`src/rtl/multicycle_ctrl_if.sv`:
```
// Control/status bundle between the multicycle controller (master) and the
// datapath/memory side (slave).
interface multicycle_ctrl_if;
    logic       run;
    logic [3:0] op;
    logic       zero;
    logic       mem_ready;

    logic       mem_req;
    logic       mem_write;
    logic       i_or_d;
    logic       ir_write;
    logic       pc_write;
    logic       reg_write;
    logic [1:0] reg_dst;
    logic [1:0] mem_to_reg;
    logic       alu_src_a;
    logic [1:0] alu_src_b;
    logic [2:0] alu_ctrl;
    logic [1:0] pc_src;
    logic [3:0] state;
    logic       instr_done;
    logic       fault;

    modport master (
        input  run, op, zero, mem_ready,
        output mem_req, mem_write, i_or_d, ir_write, pc_write, reg_write,
               reg_dst, mem_to_reg, alu_src_a, alu_src_b, alu_ctrl, pc_src,
               state, instr_done, fault
    );

    modport slave (
        output run, op, zero, mem_ready,
        input  mem_req, mem_write, i_or_d, ir_write, pc_write, reg_write,
               reg_dst, mem_to_reg, alu_src_a, alu_src_b, alu_ctrl, pc_src,
               state, instr_done, fault
    );
endinterface

```
`src/rtl/multicycle_ctrl.sv`:
```
// Multicycle CPU controller: sequences fetch, decode, execute, memory and
// writeback per opcode, with a bounded wait on every memory access.
module multicycle_ctrl #(
    parameter int unsigned MEM_TIMEOUT = 15
) (
    input  logic              clk,
    input  logic              reset,
    multicycle_ctrl_if.master bus
);
    // state    | meaning
    // IDLE     | waiting for run
    // FETCH    | instruction read, IR/PC loaded on mem_ready
    // DECODE   | branch target precompute, dispatch on op
    // EXEC_R   | register-register ALU op
    // EXEC_I   | register-immediate ALU op
    // MEM_ADDR | effective address for LW/SW
    // MEM_RD   | data read
    // MEM_WR   | data write, retires on mem_ready
    // WB_ALU   | ALU result to register file, retire
    // WB_MEM   | load data to register file, retire
    // BRANCH   | compare, conditional PC load, retire
    // JUMP     | J/JR/JAL PC load, retire
    // FAULT    | memory timeout, held until reset
    typedef enum logic [3:0] {
        S_IDLE     = 4'd0,
        S_FETCH    = 4'd1,
        S_DECODE   = 4'd2,
        S_EXEC_R   = 4'd3,
        S_EXEC_I   = 4'd4,
        S_MEM_ADDR = 4'd5,
        S_MEM_RD   = 4'd6,
        S_MEM_WR   = 4'd7,
        S_WB_ALU   = 4'd8,
        S_WB_MEM   = 4'd9,
        S_BRANCH   = 4'd10,
        S_JUMP     = 4'd11,
        S_FAULT    = 4'd15
    } state_t;

    localparam logic [2:0] ALU_ADD = 3'd0;
    localparam logic [2:0] ALU_SUB = 3'd1;
    localparam logic [2:0] ALU_AND = 3'd2;
    localparam logic [2:0] ALU_OR  = 3'd3;
    localparam logic [2:0] ALU_SLL = 3'd4;
    localparam logic [2:0] ALU_SRL = 3'd5;
    localparam logic [2:0] ALU_SLT = 3'd6;

    localparam logic [3:0] OP_SUB  = 4'h1;
    localparam logic [3:0] OP_JR   = 4'h3;
    localparam logic [3:0] OP_AND  = 4'h4;
    localparam logic [3:0] OP_OR   = 4'h5;
    localparam logic [3:0] OP_SLL  = 4'h6;
    localparam logic [3:0] OP_SRL  = 4'h7;
    localparam logic [3:0] OP_SLT  = 4'h8;
    localparam logic [3:0] OP_ADDI = 4'hA;
    localparam logic [3:0] OP_SUBI = 4'hB;
    localparam logic [3:0] OP_LW   = 4'hC;
    localparam logic [3:0] OP_JAL  = 4'hF;

    state_t     state_q, state_d;
    logic [7:0] wait_q, wait_d;
    logic       wait_expired;
    logic       retire_next;

    logic       mem_req, mem_write, i_or_d, ir_write, pc_write, reg_write;
    logic [1:0] reg_dst, mem_to_reg, alu_src_b, pc_src;
    logic       alu_src_a, instr_done, fault;
    logic [2:0] alu_ctrl;

    // A miss on the last permitted wait cycle faults; a hit on it still completes.
    assign wait_expired = !bus.mem_ready && (wait_q == 8'(MEM_TIMEOUT - 1));

    always_ff @(posedge clk or posedge reset) begin
        if (reset) begin
            state_q <= S_IDLE;
            wait_q  <= '0;
        end else begin
            state_q <= state_d;
            wait_q  <= wait_d;
        end
    end

    always_comb begin
        state_d     = state_q;
        wait_d      = '0;
        retire_next = 1'b0;
        mem_req     = 1'b0;
        mem_write   = 1'b0;
        i_or_d      = 1'b0;
        ir_write    = 1'b0;
        pc_write    = 1'b0;
        reg_write   = 1'b0;
        reg_dst     = 2'b00;
        mem_to_reg  = 2'b00;
        alu_src_a   = 1'b0;
        alu_src_b   = 2'b00;
        alu_ctrl    = ALU_ADD;
        pc_src      = 2'b00;
        instr_done  = 1'b0;
        fault       = 1'b0;

        case (state_q)
            S_IDLE: begin
                if (bus.run) state_d = S_FETCH;
            end
            S_FETCH: begin
                mem_req   = 1'b1;
                alu_src_b = 2'b01;
                if (bus.mem_ready) begin
                    ir_write = 1'b1;
                    pc_write = 1'b1;
                    state_d  = S_DECODE;
                end else if (wait_expired) begin
                    state_d = S_FAULT;
                end
            end
            S_DECODE: begin
                alu_src_b = 2'b10;
                case (bus.op)
                    4'h9:             state_d = S_BRANCH;
                    4'hA, 4'hB:       state_d = S_EXEC_I;
                    4'hC, 4'hD:       state_d = S_MEM_ADDR;
                    4'h3, 4'hE, 4'hF: state_d = S_JUMP;
                    default:          state_d = S_EXEC_R;
                endcase
            end
            S_EXEC_R: begin
                alu_src_a = 1'b1;
                state_d   = S_WB_ALU;
                case (bus.op)
                    OP_SUB: alu_ctrl = ALU_SUB;
                    OP_AND: alu_ctrl = ALU_AND;
                    OP_OR:  alu_ctrl = ALU_OR;
                    OP_SLL: begin alu_ctrl = ALU_SLL; alu_src_b = 2'b11; end
                    OP_SRL: begin alu_ctrl = ALU_SRL; alu_src_b = 2'b11; end
                    OP_SLT: alu_ctrl = ALU_SLT;
                    default: alu_ctrl = ALU_ADD;
                endcase
            end
            S_EXEC_I: begin
                alu_src_a = 1'b1;
                alu_src_b = 2'b10;
                alu_ctrl  = (bus.op == OP_SUBI) ? ALU_SUB : ALU_ADD;
                state_d   = S_WB_ALU;
            end
            S_MEM_ADDR: begin
                alu_src_a = 1'b1;
                alu_src_b = 2'b10;
                state_d   = (bus.op == OP_LW) ? S_MEM_RD : S_MEM_WR;
            end
            S_MEM_RD: begin
                mem_req = 1'b1;
                i_or_d  = 1'b1;
                if (bus.mem_ready)   state_d = S_WB_MEM;
                else if (wait_expired) state_d = S_FAULT;
            end
            S_MEM_WR: begin
                mem_req   = 1'b1;
                mem_write = 1'b1;
                i_or_d    = 1'b1;
                if (bus.mem_ready) begin
                    instr_done  = 1'b1;
                    retire_next = 1'b1;
                end else if (wait_expired) begin
                    state_d = S_FAULT;
                end
            end
            S_WB_ALU: begin
                reg_write   = 1'b1;
                reg_dst     = (bus.op == OP_ADDI || bus.op == OP_SUBI) ? 2'b00 : 2'b01;
                instr_done  = 1'b1;
                retire_next = 1'b1;
            end
            S_WB_MEM: begin
                reg_write   = 1'b1;
                mem_to_reg  = 2'b01;
                instr_done  = 1'b1;
                retire_next = 1'b1;
            end
            S_BRANCH: begin
                alu_src_a   = 1'b1;
                alu_ctrl    = ALU_SUB;
                pc_write    = bus.zero;
                pc_src      = 2'b01;
                instr_done  = 1'b1;
                retire_next = 1'b1;
            end
            S_JUMP: begin
                pc_write    = 1'b1;
                pc_src      = (bus.op == OP_JR) ? 2'b11 : 2'b10;
                if (bus.op == OP_JAL) begin
                    reg_write  = 1'b1;
                    reg_dst    = 2'b10;
                    mem_to_reg = 2'b10;
                end
                instr_done  = 1'b1;
                retire_next = 1'b1;
            end
            S_FAULT: begin
                fault = 1'b1;
            end
            default: begin
                state_d = S_IDLE;
            end
        endcase

        if (retire_next) state_d = bus.run ? S_FETCH : S_IDLE;

        // Staying in a memory state only happens on a wait cycle.
        if (state_d == state_q &&
            (state_q == S_FETCH || state_q == S_MEM_RD || state_q == S_MEM_WR))
            wait_d = wait_q + 8'd1;
    end

    assign bus.mem_req    = mem_req;
    assign bus.mem_write  = mem_write;
    assign bus.i_or_d     = i_or_d;
    assign bus.ir_write   = ir_write;
    assign bus.pc_write   = pc_write;
    assign bus.reg_write  = reg_write;
    assign bus.reg_dst    = reg_dst;
    assign bus.mem_to_reg = mem_to_reg;
    assign bus.alu_src_a  = alu_src_a;
    assign bus.alu_src_b  = alu_src_b;
    assign bus.alu_ctrl   = alu_ctrl;
    assign bus.pc_src     = pc_src;
    assign bus.state      = state_q;
    assign bus.instr_done = instr_done;
    assign bus.fault      = fault;
endmodule

```
`src/flat_wrapper.sv`:
```
// flat-port wrapper written by rule: the top's interface ports become plain ports
module multicycle_ctrl_flat 
#(
    parameter int unsigned MEM_TIMEOUT = 15
)
  (clk, reset, bus_run, bus_op, bus_zero, bus_mem_ready, bus_mem_req, bus_mem_write, bus_i_or_d, bus_ir_write, bus_pc_write, bus_reg_write, bus_reg_dst, bus_mem_to_reg, bus_alu_src_a, bus_alu_src_b, bus_alu_ctrl, bus_pc_src, bus_state, bus_instr_done, bus_fault);
  multicycle_ctrl_if bus_i ();
  input  logic clk;
  input  logic reset;
  input wire logic [$bits(bus_i.run)-1:0] bus_run;
  input wire logic [$bits(bus_i.op)-1:0] bus_op;
  input wire logic [$bits(bus_i.zero)-1:0] bus_zero;
  input wire logic [$bits(bus_i.mem_ready)-1:0] bus_mem_ready;
  output wire logic [$bits(bus_i.mem_req)-1:0] bus_mem_req;
  output wire logic [$bits(bus_i.mem_write)-1:0] bus_mem_write;
  output wire logic [$bits(bus_i.i_or_d)-1:0] bus_i_or_d;
  output wire logic [$bits(bus_i.ir_write)-1:0] bus_ir_write;
  output wire logic [$bits(bus_i.pc_write)-1:0] bus_pc_write;
  output wire logic [$bits(bus_i.reg_write)-1:0] bus_reg_write;
  output wire logic [$bits(bus_i.reg_dst)-1:0] bus_reg_dst;
  output wire logic [$bits(bus_i.mem_to_reg)-1:0] bus_mem_to_reg;
  output wire logic [$bits(bus_i.alu_src_a)-1:0] bus_alu_src_a;
  output wire logic [$bits(bus_i.alu_src_b)-1:0] bus_alu_src_b;
  output wire logic [$bits(bus_i.alu_ctrl)-1:0] bus_alu_ctrl;
  output wire logic [$bits(bus_i.pc_src)-1:0] bus_pc_src;
  output wire logic [$bits(bus_i.state)-1:0] bus_state;
  output wire logic [$bits(bus_i.instr_done)-1:0] bus_instr_done;
  output wire logic [$bits(bus_i.fault)-1:0] bus_fault;
  assign bus_i.run = bus_run;
  assign bus_i.op = bus_op;
  assign bus_i.zero = bus_zero;
  assign bus_i.mem_ready = bus_mem_ready;
  assign bus_mem_req = bus_i.mem_req;
  assign bus_mem_write = bus_i.mem_write;
  assign bus_i_or_d = bus_i.i_or_d;
  assign bus_ir_write = bus_i.ir_write;
  assign bus_pc_write = bus_i.pc_write;
  assign bus_reg_write = bus_i.reg_write;
  assign bus_reg_dst = bus_i.reg_dst;
  assign bus_mem_to_reg = bus_i.mem_to_reg;
  assign bus_alu_src_a = bus_i.alu_src_a;
  assign bus_alu_src_b = bus_i.alu_src_b;
  assign bus_alu_ctrl = bus_i.alu_ctrl;
  assign bus_pc_src = bus_i.pc_src;
  assign bus_state = bus_i.state;
  assign bus_instr_done = bus_i.instr_done;
  assign bus_fault = bus_i.fault;
  multicycle_ctrl #(.MEM_TIMEOUT(MEM_TIMEOUT)) u_core (.clk(clk), .reset(reset), .bus(bus_i));
endmodule
```
`config.mk`:
```
export PLATFORM = sky130hd
export DESIGN_NAME = multicycle_ctrl_flat
export DESIGN_NICKNAME = d
export VERILOG_FILES = /design/src/rtl/multicycle_ctrl_if.sv /design/src/rtl/multicycle_ctrl.sv /design/src/flat_wrapper.sv
export SDC_FILE = /design/constraint.sdc
export NUM_CORES = 1
export LEC_CHECK = 0
export ABC_CLOCK_PERIOD_IN_PS = 2400
export BUFFER_PORTS_ARGS = -buffer_cell sky130_fd_sc_hd__buf_4
export CAP_MARGIN = 40
export CORE_MARGIN = 3
export CORE_UTILIZATION = 35
export DETAILED_ROUTE_END_ITERATION = 8
export HOLD_SLACK_MARGIN = 0.02
export PLACE_DENSITY = 0.67
export SYNTH_ARGS = -nofsm -noshare
export SYNTH_HDL_FRONTEND = slang
export SYNTH_SLANG_ARGS = --single-unit
```
`constraint.sdc`:
```
create_clock -name clk -period 2.4 [get_ports clk]
set_input_delay 0 -clock clk [delete_from_list [all_inputs] [get_ports clk]]
set_output_delay 0 -clock clk [all_outputs]
set_load 0.1 [all_outputs]
```
Word level (Yosys, flattened, before mapping)
Memories as Yosys holds them, arrays and structs flattened.
Cells that the tools add are included.
W data, S select, Z words.
- register bits: 12
- memory bits (read-only): 64
- input port bits: 9
- output and inout port bits: 24
- logic and storage cells: 77
- memories kept: 1
- memory list (name ; depth ; bits a word ; read ports ; clocked after Yosys merged registers in ; wr ports ; line ; text):
    (name not given) ; 16 ; 4 ; 1 ; 0 ; 0 ; multicycle_ctrl.sv:119 ; case (bus.op)
- add/subtract/negate cells: 1
- equal/unequal tests: 25
- mux-type cells: 32
- reduce and logical (&&, ||, !) cells: 16
- operators with widths (cell ; count):
    $eq A4 B4 Y1 const B ; 10
    $eq A4 B3 Y1 const B ; 8
    $pmux W4 S8 ; 1
    $mux W4 ; 6
    $pmux W3 S6 ; 1
    $mux W1 ; 13
    $eq A4 B2 Y1 const B ; 3
    $pmux W2 S2 ; 3
    $pmux W3 S3 ; 1
    $add A8 B1 Y8 const B ; 1
    $eq A4 B1 Y1 const B ; 2
    $eq A8 B4 Y1 const B ; 1
    $mux W8 ; 1
    $reduce_or A2 Y1 ; 4
    $reduce_or A4 Y1 ; 2
    $pmux W2 S3 ; 1
    $reduce_or A3 Y1 ; 2
    $reduce_or A5 Y1 ; 1
    $eq A4 B4 Y1 ; 1
    $logic_not A4 Y1 ; 1
    $mux W2 ; 2
    $pmux W1 S2 ; 2
    $logic_or A1 B1 Y1 ; 3
    $pmux W1 S3 ; 1
    2 further kinds ; 3

Longest topological paths before layout
- word-level depth: 9
- depth in mapped cells: 7
- depth with buffers taken out: 7

Worst setup path after synthesis
OpenSTA, ideal clock, no wires.
- path type: reg-to-output
- start point: register u_core.state_q[2], in the netlist u_core.bus.state[2]
- end point: output bus_reg_dst[0]
- data arrival time: 6.101 ns
- required time: 2.400 ns
- setup slack: -3.701 ns
- stages on the path, launching flop included: 5
- buffers on the path: 2
- cell sequence: dfrtp_1 > buf_2 > nand2b_1 > buf_1 > a2111oi_0
- longest elaborated chain between the ends: 2
- elaborated cells on any way between the ends: 3
- classes of those cells: eq/ne (2); mux (1)
- RTL lines (what ; line ; text):
    from (decl) ; multicycle_ctrl.sv:60 ; state_t state_q, state_d;
    from (signal assigned) ; multicycle_ctrl.sv:78 ; state_q <= state_d;
    $eq A4 B4 Y1 ; multicycle_ctrl.sv:102 ; case (state_q)
    $pmux W2 S2 (*) ; multicycle_ctrl.sv:102 ;
    to (decl) ; flat_wrapper.sv:20 ; output wire logic [$bits(bus_i.reg_dst)-1:0] bus_reg_dst;
Mark *: on every way between the ends. The rest lies on a longest branch, timed or not.

Worst setup path in the final report
- start point: register u_core.wait_q[0]
- end point: register u_core.wait_q[7]
- longest elaborated chain between the ends: 9
- elaborated cells on any way between the ends: 12
- classes of those cells: add/sub (1); eq/ne (2); mux (7); reduce/logical (2)
- RTL lines (what ; line ; text):
    from (decl) ; multicycle_ctrl.sv:61 ; logic [7:0] wait_q, wait_d;
    from (signal assigned) ; multicycle_ctrl.sv:79 ; wait_q <= wait_d;
    $eq A8 B4 Y1 ; multicycle_ctrl.sv:71 ; assign wait_expired = !bus.mem_ready && (wait_q == 8'(MEM_TIMEOUT - 1));
    $logic_and A1 B1 Y1 ; multicycle_ctrl.sv:71 ;
    $mux W4 ; multicycle_ctrl.sv:113, multicycle_ctrl.sv:155, multicycle_ctrl.sv:164 ;
    $mux W4, on equally long branches ; multicycle_ctrl.sv:161, multicycle_ctrl.sv:109, multicycle_ctrl.sv:154 ;
    $pmux W4 S8 ; multicycle_ctrl.sv:102 ;
    $mux W4 ; multicycle_ctrl.sv:207 ; if (retire_next) state_d = bus.run ? S_FETCH : S_IDLE;
    $eq A4 B4 Y1 ; multicycle_ctrl.sv:210 ; if (state_d == state_q &&
    $logic_and A1 B1 Y1 ; multicycle_ctrl.sv:210 ;
    $mux W8 (*) ; multicycle_ctrl.sv:210 ;
    net u_core.wait_d[7] ; multicycle_ctrl.sv:61 ;
The timed path passes the listed nets; every way through them passes the cells marked *.

==> reports/qor.txt <==
setup violators final -> 0
# IOs -> 33
setup TNS -> 0 ns
crit path kind -> reg -> reg
RSZ-0062 raised after global routing -> no
CP peak stage delay -> 0.48 ns
Post-synth top flop -> dfrtp_1
vias per cell -> 5.39
initial antenna violation count -> 0
drt first pass iters -> 4
status -> finished, final reports clean
# clock sinks -> 12
drt total wl -> 3150 µm
Final min period -> 2.13 ns
Placed Cells -> 218
most area-consuming cells after synthesis -> dfrtp_1, nand2_1, nor2_1
synthesized net count -> 163
number of remaining DRC errors -> 0
Clock Tree Buf Depth -> 2
Starting Density -> 0.373
worst-case clock skew -> 0.00970 ns
syn avg cell area -> 7.55 µm²
Syn Inst Count -> 152
Die ar. -> 0.00400 mm²
CP max-delay cell -> or4b_4
Area growth syn-to-layout -> 40.1%
total of max-cap violations -> 0
Worst Tran Pin Value -> 0.455 ns
NumNets Final -> 192
Core Rows -> 20
n_diodes -> 0
1st-iter DRT viols -> 45
fraction of synthesized cell area in xor and xnor cells -> 0.0687
Async S/R FF share, synth -> 1.00
f_max -> 469 MHz
mux cell area share after synthesis -> 0
delay-heaviest family, CP -> compound AO/OA/AOI/OAI gates
WP buf/inv -> 1
compound-gate portion of the synthesized area -> 0.263
CTS root buffer -> clkbuf_4
Setup WS pre-CTS -> 0.298 ns
adder and majority cell fraction of the synthesized area -> 0.0218
vias in the first global route -> 1164
Netlist cell types -> 46
final cell count without fillers -> 224
CTS tree -> built
GP Congestion -> 0.826
mapped cell area -> 0.00115 mm²
Yosys reg bits -> 12
first-pass GRT wire length -> 5580 µm
largest net degree at the start of global routing -> 24
post-route setup slack -> 0.267 ns
Tot GR Track Use -> 0.172
CP Data Arrival Time -> 2.28 ns
Critical Path End Type -> flip-flop
layout cells sized above 1 -> 0.361
yosys warns -> 0
htree depth -> 1
simple-gate portion of the synthesized area -> 0.312
Slew headroom -> 0.694
GRT overflow -> 0
Die Span Y -> 63.3 µm
Post-synth EDFFs -> 0
largest family of logic cells by synthesized area -> simple AND/OR/NAND/NOR gates
post_cts resized -> 0
Worst EP required -> 2.55 ns
Worst Hold Class -> in -> reg
Yosys top cell area share -> 0.262
R2R Setup Slk -> 0.27 ns
Reg clk slew, reported paths -> 0.08 ns
Final Hold Fails -> 0
period utilization -> 0.889
Slew Viols, Final -> 0
Worst Setup Start Kind -> flip-flop
crit path max fanout -> 8
ANT nets after route -> 0
WL/cell -> 14.1 µm
HPWL after detailed placement -> 2300 µm
Vias -> 1208
Clock Latency Late Sink -> 0.28 ns
Core Region -> 0.00308 mm²
CTS buffer count -> 3
crit path cell chain -> inv_1 > ha_1 > or4b_4 > o41ai_4 > a32oi_2 > o311ai_4 > nor2_1
Die W -> 63.3 µm
leading area contributor after synthesis -> dfrtp_1
input/output buffers -> 32
post-synthesis sequential area ratio -> 0.262
-- metrics by stage --
step,hold WS (ns),util,cell area (µm²)
4_1_cts,0.0801,0.522,1610
5_1_grt,0.0974,0.522,1610
6_report,0.0960,0.522,1610
2_1_floorplan,-0.135,-,1310
3_3_place_gp,0.0316,0.504,1550
3_5_place_dp,0.0430,0.504,1550
-- synthesized netlist by cell type (2+ instances only) --
cell and instances:
a211oi_1 3, a21o_1 2, a21oi_1 12, a221oi_1 2
and3_1 2, buf_1 2, buf_2 3, clkbuf_1 6
dfrtp_1 12, ha_1 2, inv_1 7, nand2_1 19
nand2b_1 4, nand3_1 7, nor2_1 17, nor2b_1 3
nor3_1 4, nor4_1 4, o211ai_1 2, o21ai_0 6
xnor2_1 4, xor2_1 5
-- path summary, 6_finish.rpt --
kind	cells after the start	end	startpoint
setup / recovery	7	u_core.wait_q[7]	u_core.wait_q[0]
hold / removal	4	u_core.bus.state[3]	bus_mem_ready
setup reg to reg	7	u_core.wait_q[7]	u_core.wait_q[0]
hold reg to reg	1	u_core.wait_q[0]	u_core.wait_q[0]
max in group asynchronous	3	u_core.bus.state[2]	reset
min in group asynchronous	3	u_core.wait_q[5]	reset
-- what timing repair did --
item                                   CTS  global route
hold buffers                             2             0
endpoints found under the hold margin   13             0
buffers inserted                         0             0
-- cells in the final DEF, fill, tap and decap left out, drive strengths merged, types with 2 or more instances in the layout --
cell,n
dlygate4sd3,2
o311ai,2
nand3,7
nor4,4
nand2b,4
nor2,17
nand2,19
nor3,4
a221oi,2
xnor2,4
nor2b,3
o21ai,7
a21o,2
a211oi,3
and3,2
buf,35
dfrtp,12
inv,7
ha,2
clkbuf,4
xor2,5
o211ai,2
a21oi,12
-- registers in the layout, summed over array words and instances (netlist names) --
signal            flops
u_core.bus.state      4
u_core.wait_q         8
-- metal layers --
layer	GRT usage	vias up	part of all wire
met5	0	-	0
met4	0.0404	0	0.0070
met3	0.0499	4	0.060
met2	0.260	38	0.45
met1	0.241	564	0.48
li1	-	602	-
-- layout make-up --
| class | count | area [µm²] |
|---|---|---|
| fillers | 304 | 1470 |
| multi-input cells | 120 | 895 |
| flip-flops and latches | 12 | 313 |
| repair buffers | 37 | 283 |
| well taps | 44 | 55.1 |
| clock buffers | 4 | 36.3 |
| inverters | 7 | 26.3 |
-- cells by family (layout without fill, tap and decap cells) --
logic type               after synthesis  in the layout
AO/OA/AOI/OAI                         39             39
XOR/XNOR                               9              9
adder cells (fa/ha/maj)                2              2
buffers and inverters                 20             48
flip-flops                            12             12
AND/OR/NAND/NOR                       70             70
-- worst min-delay path, cell delays in order --
cell and delay, ns:
buf_4 0.14, nor4_1 0.08, nand2_1 0.05, a21oi_1 0.06
Power is left out: the tool's default activity adds up to more than one toggle a clock period on the data nets, which glitch-free logic cannot reach.
